### src/rtl/branch_resolve_unit_if.sv
// Branch resolve unit bus: decode-side request
// and PC-load / debug-counter response.
interface branch_resolve_unit_if #(
  parameter int CNT_W = 16
);
  logic             start;
  logic [31:0]      ir;
  logic [31:0]      ra_value;
  logic [31:0]      pc;
  logic             busy;
  logic             con;
  logic             pc_load;
  logic [31:0]      pc_next;
  logic             done;
  logic [CNT_W-1:0] taken_cnt;
  logic [CNT_W-1:0] ntaken_cnt;

  modport master (
    output start, ir, ra_value, pc,
    input  busy, con, pc_load, pc_next, done,
    input  taken_cnt, ntaken_cnt
  );

  modport slave (
    input  start, ir, ra_value, pc,
    output busy, con, pc_load, pc_next, done,
    output taken_cnt, ntaken_cnt
  );
endinterface

### src/rtl/branch_resolve_unit.sv
// Multi-cycle branch resolution: condition eval,
// target add, one-cycle PC load on taken branch.
module branch_resolve_unit #(
  parameter int CNT_W = 16,
  parameter int OFF_W = 19
) (
  input logic clock,
  input logic clear,
  branch_resolve_unit_if.slave bus
);

  typedef enum logic [1:0] {
    IDLE,
    EVAL,
    TARGET,
    COMMIT
  } state_t;

  state_t state;
  state_t state_nxt;

  logic [31:0]      lat_pc;
  logic [31:0]      lat_ra;
  logic [1:0]       lat_c2;
  logic [OFF_W-1:0] lat_c;
  logic             con;
  logic [31:0]      pc_next;
  logic [CNT_W-1:0] taken_cnt;
  logic [CNT_W-1:0] ntaken_cnt;
  logic [31:0]      offset;

  // c2[3:2] and the opcode bits carry no meaning here
  logic unused_ir;
  assign unused_ir = ^bus.ir[31:21];

  assign offset = {{(32-OFF_W){lat_c[OFF_W-1]}}, lat_c};

  // State register
  always_ff @(posedge clock or negedge clear) begin
    if (!clear) state <= IDLE;
    else        state <= state_nxt;
  end

  // Next-state sequencing; start is only honoured in IDLE
  always_comb begin
    state_nxt = state;
    unique case (state)
      IDLE:    if (bus.start) state_nxt = EVAL;
      EVAL:    state_nxt = TARGET;
      TARGET:  state_nxt = COMMIT;
      COMMIT:  state_nxt = IDLE;
      default: state_nxt = IDLE;
    endcase
  end

  // Operand capture, condition, target and debug counters
  always_ff @(posedge clock or negedge clear) begin
    if (!clear) begin
      lat_pc     <= '0;
      lat_ra     <= '0;
      lat_c2     <= '0;
      lat_c      <= '0;
      con        <= 1'b0;
      pc_next    <= '0;
      taken_cnt  <= '0;
      ntaken_cnt <= '0;
    end else begin
      unique case (state)
        IDLE: begin
          if (bus.start) begin
            lat_pc <= bus.pc;
            lat_ra <= bus.ra_value;
            lat_c2 <= bus.ir[20:19];
            lat_c  <= bus.ir[OFF_W-1:0];
          end
        end
        EVAL: begin
          unique case (lat_c2)
            2'b00: con <= (lat_ra == 32'h0);
            2'b01: con <= (lat_ra != 32'h0);
            2'b10: con <= ~lat_ra[31];
            2'b11: con <= lat_ra[31];
            default: con <= 1'b0;
          endcase
        end
        TARGET: pc_next <= lat_pc + offset;
        COMMIT: begin
          if (con) begin
            if (!(&taken_cnt)) taken_cnt <= taken_cnt + 1'b1;
          end else begin
            if (!(&ntaken_cnt)) ntaken_cnt <= ntaken_cnt + 1'b1;
          end
        end
        default: ;
      endcase
    end
  end

  assign bus.busy       = (state != IDLE);
  assign bus.done       = (state == COMMIT);
  assign bus.pc_load    = (state == COMMIT) & con;
  assign bus.con        = con;
  assign bus.pc_next    = pc_next;
  assign bus.taken_cnt  = taken_cnt;
  assign bus.ntaken_cnt = ntaken_cnt;

endmodule

### src/flat_wrapper.sv
// flat-port wrapper written by rule: the top's interface ports become plain ports
module branch_resolve_unit_flat 
#(
  parameter int CNT_W = 16,
  parameter int OFF_W = 19
)
  (clock, clear, bus_start, bus_ir, bus_ra_value, bus_pc, bus_busy, bus_con, bus_pc_load, bus_pc_next, bus_done, bus_taken_cnt, bus_ntaken_cnt);
  branch_resolve_unit_if #(.CNT_W(CNT_W)) bus_i ();
  input logic clock;
  input logic clear;
  input wire logic [$bits(bus_i.start)-1:0] bus_start;
  input wire logic [$bits(bus_i.ir)-1:0] bus_ir;
  input wire logic [$bits(bus_i.ra_value)-1:0] bus_ra_value;
  input wire logic [$bits(bus_i.pc)-1:0] bus_pc;
  output wire logic [$bits(bus_i.busy)-1:0] bus_busy;
  output wire logic [$bits(bus_i.con)-1:0] bus_con;
  output wire logic [$bits(bus_i.pc_load)-1:0] bus_pc_load;
  output wire logic [$bits(bus_i.pc_next)-1:0] bus_pc_next;
  output wire logic [$bits(bus_i.done)-1:0] bus_done;
  output wire logic [$bits(bus_i.taken_cnt)-1:0] bus_taken_cnt;
  output wire logic [$bits(bus_i.ntaken_cnt)-1:0] bus_ntaken_cnt;
  assign bus_i.start = bus_start;
  assign bus_i.ir = bus_ir;
  assign bus_i.ra_value = bus_ra_value;
  assign bus_i.pc = bus_pc;
  assign bus_busy = bus_i.busy;
  assign bus_con = bus_i.con;
  assign bus_pc_load = bus_i.pc_load;
  assign bus_pc_next = bus_i.pc_next;
  assign bus_done = bus_i.done;
  assign bus_taken_cnt = bus_i.taken_cnt;
  assign bus_ntaken_cnt = bus_i.ntaken_cnt;
  branch_resolve_unit #(.CNT_W(CNT_W), .OFF_W(OFF_W)) u_core (.clock(clock), .clear(clear), .bus(bus_i));
endmodule
### config.mk
export PLATFORM = sky130hd
export DESIGN_NAME = branch_resolve_unit_flat
export DESIGN_NICKNAME = d
export VERILOG_FILES = /design/src/rtl/branch_resolve_unit_if.sv /design/src/rtl/branch_resolve_unit.sv /design/src/flat_wrapper.sv
export SDC_FILE = /design/constraint.sdc
export NUM_CORES = 1
export LEC_CHECK = 0
export CAP_MARGIN = 25
export CORE_MARGIN = 3
export CORE_UTILIZATION = 45
export CTS_CLUSTER_DIAMETER = 50
export DETAILED_ROUTE_END_ITERATION = 10
export DONT_BUFFER_PORTS = 1
export PLACE_DENSITY = 0.62
export SKIP_LAST_GASP = 1
export SYNTH_ARGS = -nofsm -noshare
export SYNTH_HDL_FRONTEND = slang
export SYNTH_SLANG_ARGS = --single-unit
### constraint.sdc
create_clock -name clock -period 5.52 [get_ports clock]
set_input_delay 1.656 -clock clock [delete_from_list [all_inputs] [get_ports clock]]
set_output_delay 1.656 -clock clock [all_outputs]
set_load 0.01 [all_outputs]
==> impl_metrics.xml <==
<?xml version="1.0" encoding="UTF-8"?>
<metrics>
  <group name="status">
    <metric name="outcome" unit="">finished clean</metric>
  </group>
  <group name="worst_setup_path">
    <metric name="worst_ep_arrival_time" unit="ns">1.35</metric>
    <metric name="startpoint_type" unit="">register</metric>
    <metric name="worst_r2r_path_depth" unit="">8</metric>
    <metric name="critical_path.reg2reg.endpoint" unit="">u_core.bus.pc_next[31]</metric>
    <metric name="critPathCapture" unit="">bus_pc_load</metric>
    <metric name="critPathLaunch" unit="">u_core.state[1]</metric>
    <metric name="setup.worst_path.end_class" unit="">primary output</metric>
    <metric name="critical_path.reg2reg.startpoint" unit="">u_core.lat_c[18]</metric>
    <metric name="timing.critical_path.fanout_max" unit="">4</metric>
    <metric name="worst-endpoint-required" unit="ns">3.86</metric>
    <metric name="reg2reg_slack" unit="ns">2.63</metric>
    <metric name="startpoint_to_endpoint_class_of_the_critical_path" unit="">register to primary output</metric>
  </group>
  <group name="power">
    <metric name="power_density" unit="nW/µm²">724</metric>
    <metric name="worst_ir_drop_vdd" unit="µV">281</metric>
    <metric name="power.leakage" unit="nW">3.73</metric>
    <metric name="post-layout-total-power" unit="mW">6.12</metric>
  </group>
  <group name="hold_path">
    <metric name="worst_hold_path_type" unit="">register to register</metric>
  </group>
  <group name="cts">
    <metric name="holdBufCountCts" unit="">0</metric>
    <metric name="cts_setup_buffers" unit="">0</metric>
    <metric name="cts_inserted_buffers" unit="">17</metric>
    <metric name="cts-root-to-sink-buffers" unit="">2</metric>
    <metric name="tritoncts" unit="">yes</metric>
    <metric name="cts_sinks" unit="">152</metric>
    <metric name="cts.repair.resized" unit="">0</metric>
    <metric name="clock_latency" unit="ns">0.42</metric>
    <metric name="clk_pin_slew_worst_paths" unit="ns">0.06</metric>
    <metric name="htree_levels" unit="">4</metric>
    <metric name="cts_root_buffer" unit="">sky130_fd_sc_hd__clkbuf_16</metric>
  </group>
  <group name="drt">
    <metric name="firstDrtPassIters" unit="">4</metric>
    <metric name="number_of_vias_in_the_routed_layout" unit="">4856</metric>
    <metric name="drcViolationCount" unit="">0</metric>
    <metric name="first_iter_violations" unit="">259</metric>
    <metric name="postRouteAntennaNets" unit="">0</metric>
    <metric name="wirelength" unit="mm">15.9</metric>
    <metric name="route.detailed.vias_per_inst" unit="">5.63</metric>
    <metric name="detail_route.wl_per_cell" unit="µm">18.4</metric>
  </group>
  <group name="floorplan">
    <metric name="initial_core_util" unit="">0.462</metric>
    <metric name="floorplan.die_area" unit="µm²">18700</metric>
    <metric name="placement_rows" unit="">47</metric>
    <metric name="boundaryPins" unit="">167</metric>
    <metric name="die_y" unit="µm">137</metric>
    <metric name="floorplan.core_area" unit="µm²">16600</metric>
    <metric name="die_w" unit="µm">137</metric>
  </group>
  <group name="timing">
    <metric name="worstMarginPinSlew" unit="ns">0.921</metric>
    <metric name="drv_slew" unit="">0</metric>
    <metric name="setup_total_negative_slack" unit="ns">0</metric>
    <metric name="worst_clock_skew" unit="ns">0.00794</metric>
    <metric name="setup_violations" unit="">0</metric>
    <metric name="fin_crit" unit="ns">3.00</metric>
    <metric name="report.final.hold_viol_count" unit="">0</metric>
    <metric name="grt_setup_unrepaired" unit="">false</metric>
    <metric name="max_slew_margin" unit="">0.386</metric>
    <metric name="maximum_achievable_frequency" unit="MHz">333</metric>
    <metric name="fin_crit_sh" unit="">0.544</metric>
  </group>
  <group name="synth">
    <metric name="synth_seq_area_share" unit="">0.495</metric>
    <metric name="ys_dominant_reg_cell" unit="">sky130_fd_sc_hd__dfrtp_1</metric>
    <metric name="yosys.cell_count.top_type" unit="">sky130_fd_sc_hd__dfrtp_1</metric>
    <metric name="yosys.area.top_type_share" unit="">0.495</metric>
    <metric name="syn-num-nets" unit="">776</metric>
    <metric name="cell_type_contributing_the_most_total_cell_area_after_synthesis" unit="">sky130_fd_sc_hd__dfrtp_1</metric>
    <metric name="gate_count_after_technology_mapping" unit="">638</metric>
    <metric name="average_cell_area_after_synthesis" unit="µm²">12.0</metric>
    <metric name="yosys_warnings" unit="">0</metric>
    <metric name="synth_enable_flop_cells" unit="">0</metric>
    <metric name="synth.area.top_cells" unit="">sky130_fd_sc_hd__dfrtp_1 (50%), sky130_fd_sc_hd__mux2_2 (17%), sky130_fd_sc_hd__ha_1 (6.2%)</metric>
    <metric name="ys_types" unit="">52</metric>
    <metric name="top_cell_types_by_occurrence_after_synthesis" unit="">sky130_fd_sc_hd__dfrtp_1 (152), sky130_fd_sc_hd__mux2_2 (115), sky130_fd_sc_hd__a21oi_1 (38), sky130_fd_sc_hd__ha_1 (38), sky130_fd_sc_hd__xnor2_1 (37)</metric>
    <metric name="synth_area" unit="µm²">7680</metric>
    <metric name="number_of_register_bits_inferred_by_synthesis" unit="">152</metric>
    <metric name="ys_async_sr_fraction" unit="">1.00</metric>
  </group>
  <group name="run">
    <metric name="cap_viol_max_count" unit="">0</metric>
  </group>
  <group name="cells_and_area">
    <metric name="final_util" unit="">0.508</metric>
    <metric name="num-fill-cells" unit="">1502</metric>
    <metric name="sequential_cell_area" unit="µm²">3800</metric>
    <metric name="area_delta_synth_final" unit="%">9.93</metric>
    <metric name="layout-drive-gt1-share" unit="">0.252</metric>
    <metric name="final_cell_count_no_fill" unit="">863</metric>
    <metric name="multiInputGateArea" unit="µm²">3730</metric>
    <metric name="final_nets" unit="">768</metric>
  </group>
  <group name="grt">
    <metric name="grt_pass1_wl" unit="mm">25.4</metric>
    <metric name="number_of_global_route_vias_before_repair" unit="">5071</metric>
    <metric name="grt_max_degree" unit="">153</metric>
    <metric name="grtUsageTotal" unit="">0.173</metric>
    <metric name="globalRoute.totalOverflow" unit="">0</metric>
    <metric name="antenna_found_initial" unit="">1</metric>
  </group>
  <group name="place">
    <metric name="hpwl" unit="mm">11.5</metric>
    <metric name="placed_cells" unit="">830</metric>
    <metric name="place.port_buffers" unit="">0</metric>
    <metric name="finalWeightedCongestion" unit="">0.839</metric>
  </group>
</metrics>
[how the worst min path moves through the flow]
stage / startpoint / end / slack (ns) / cells after the start
2_1_floorplan: u_core.lat_ra[2] / u_core.lat_ra[2] / 0.48 / 1
3_3_place_gp: u_core.lat_ra[10] / u_core.lat_ra[10] / 0.49 / 1
3_5_place_dp: u_core.lat_ra[16] / u_core.lat_ra[16] / 0.49 / 1
4_1_cts: u_core.lat_ra[16] / u_core.lat_ra[16] / 0.51 / 1
5_1_grt: u_core.lat_ra[20] / u_core.lat_ra[20] / 0.52 / 1
6_report: u_core.lat_ra[1] / u_core.lat_ra[1] / 0.51 / 1
[layout make-up]
type | instances | area share
inverters | 10 | 0.00444
clock inverters | 12 | 0.0139
repair buffers | 1 | 0.00326
well taps | 220 | 0.0326
flip-flops and latches | 152 | 0.450
diodes | 1 | 0.000296
multi-input cells | 448 | 0.442
clock buffers | 19 | 0.0536
[cells by family after synthesis]
logic type,synth area share
compound gates,0.0964
fa+ha+maj,0.0645
xor+xnor,0.0673
flops,0.495
buf+inv,0.0208
simple gates,0.0829
mux,0.173
[through the flow]
step	instance area, µm²	setup slack [ns]	hold WS (ns)
floorplan	7680	2.62	0.480
finish	8450	2.52	0.506
global route	8440	2.42	0.520
CTS	8420	2.49	0.510
global placement	7850	2.53	0.489
detailed placement	7850	2.50	0.495
[sequential cells by signal (all words and copies together), names as in the netlist]
| register | count |
|---|---|
| u_core.bus.con | 1 |
| u_core.bus.ntaken_cnt | 16 |
| u_core.bus.pc_next | 32 |
| u_core.bus.taken_cnt | 16 |
| u_core.lat_c | 19 |
| u_core.lat_c2 | 2 |
| u_core.lat_pc | 32 |
| u_core.lat_ra | 32 |
| u_core.state | 2 |
[cells in the final DEF (no fill, tap or decap), types with 3 or more instances in the layout]
master / Yosys / layout
sky130_fd_sc_hd__a211oi_1: 5 / 5
sky130_fd_sc_hd__a21o_1: 18 / 18
sky130_fd_sc_hd__a21oi_1: 38 / 38
sky130_fd_sc_hd__a31oi_1: 5 / 5
sky130_fd_sc_hd__and2_1: 4 / 4
sky130_fd_sc_hd__and3_1: 8 / 8
sky130_fd_sc_hd__and4_1: 6 / 6
sky130_fd_sc_hd__clkbuf_16: 0 / 17
sky130_fd_sc_hd__clkinvlp_4: 0 / 3
sky130_fd_sc_hd__dfrtp_1: 152 / 152
sky130_fd_sc_hd__ha_1: 38 / 37
sky130_fd_sc_hd__inv_1: 10 / 10
sky130_fd_sc_hd__inv_6: 0 / 4
sky130_fd_sc_hd__mux2_2: 115 / 115
sky130_fd_sc_hd__nand2_1: 32 / 31
sky130_fd_sc_hd__nand3_1: 14 / 14
sky130_fd_sc_hd__nand4_1: 17 / 17
sky130_fd_sc_hd__nor2_1: 20 / 20
sky130_fd_sc_hd__nor3_1: 5 / 5
sky130_fd_sc_hd__nor4_1: 7 / 7
sky130_fd_sc_hd__o211ai_1: 4 / 4
sky130_fd_sc_hd__o21a_1: 5 / 5
sky130_fd_sc_hd__o21ai_0: 17 / 17
sky130_fd_sc_hd__xnor2_1: 37 / 37
sky130_fd_sc_hd__xor2_1: 22 / 22
[critical path, cell delays in order (launching register included)]
cell                      delay [ns]
sky130_fd_sc_hd__dfrtp_1        0.39
sky130_fd_sc_hd__ha_1           0.28
sky130_fd_sc_hd__and2_1         0.26
[where the power goes]
group	total (mW)	switching (mW)	internal [mW]
registers	2.05	0.426	1.62
clock network	1.12	0.469	0.649
logic	2.96	1.51	1.44
total	6.12	2.41	3.71
[routing by layer]
metal | GRT usage | share of wire | vias up
met4 | 0.0622 | 0.019 | 2
li1 | - | - | 2296
met3 | 0.0581 | 0.061 | 25
met5 | 0 | 0.00082 | -
met2 | 0.282 | 0.50 | 132
met1 | 0.213 | 0.42 | 2401
No activity file was read; power rests on OpenSTA's default activity.
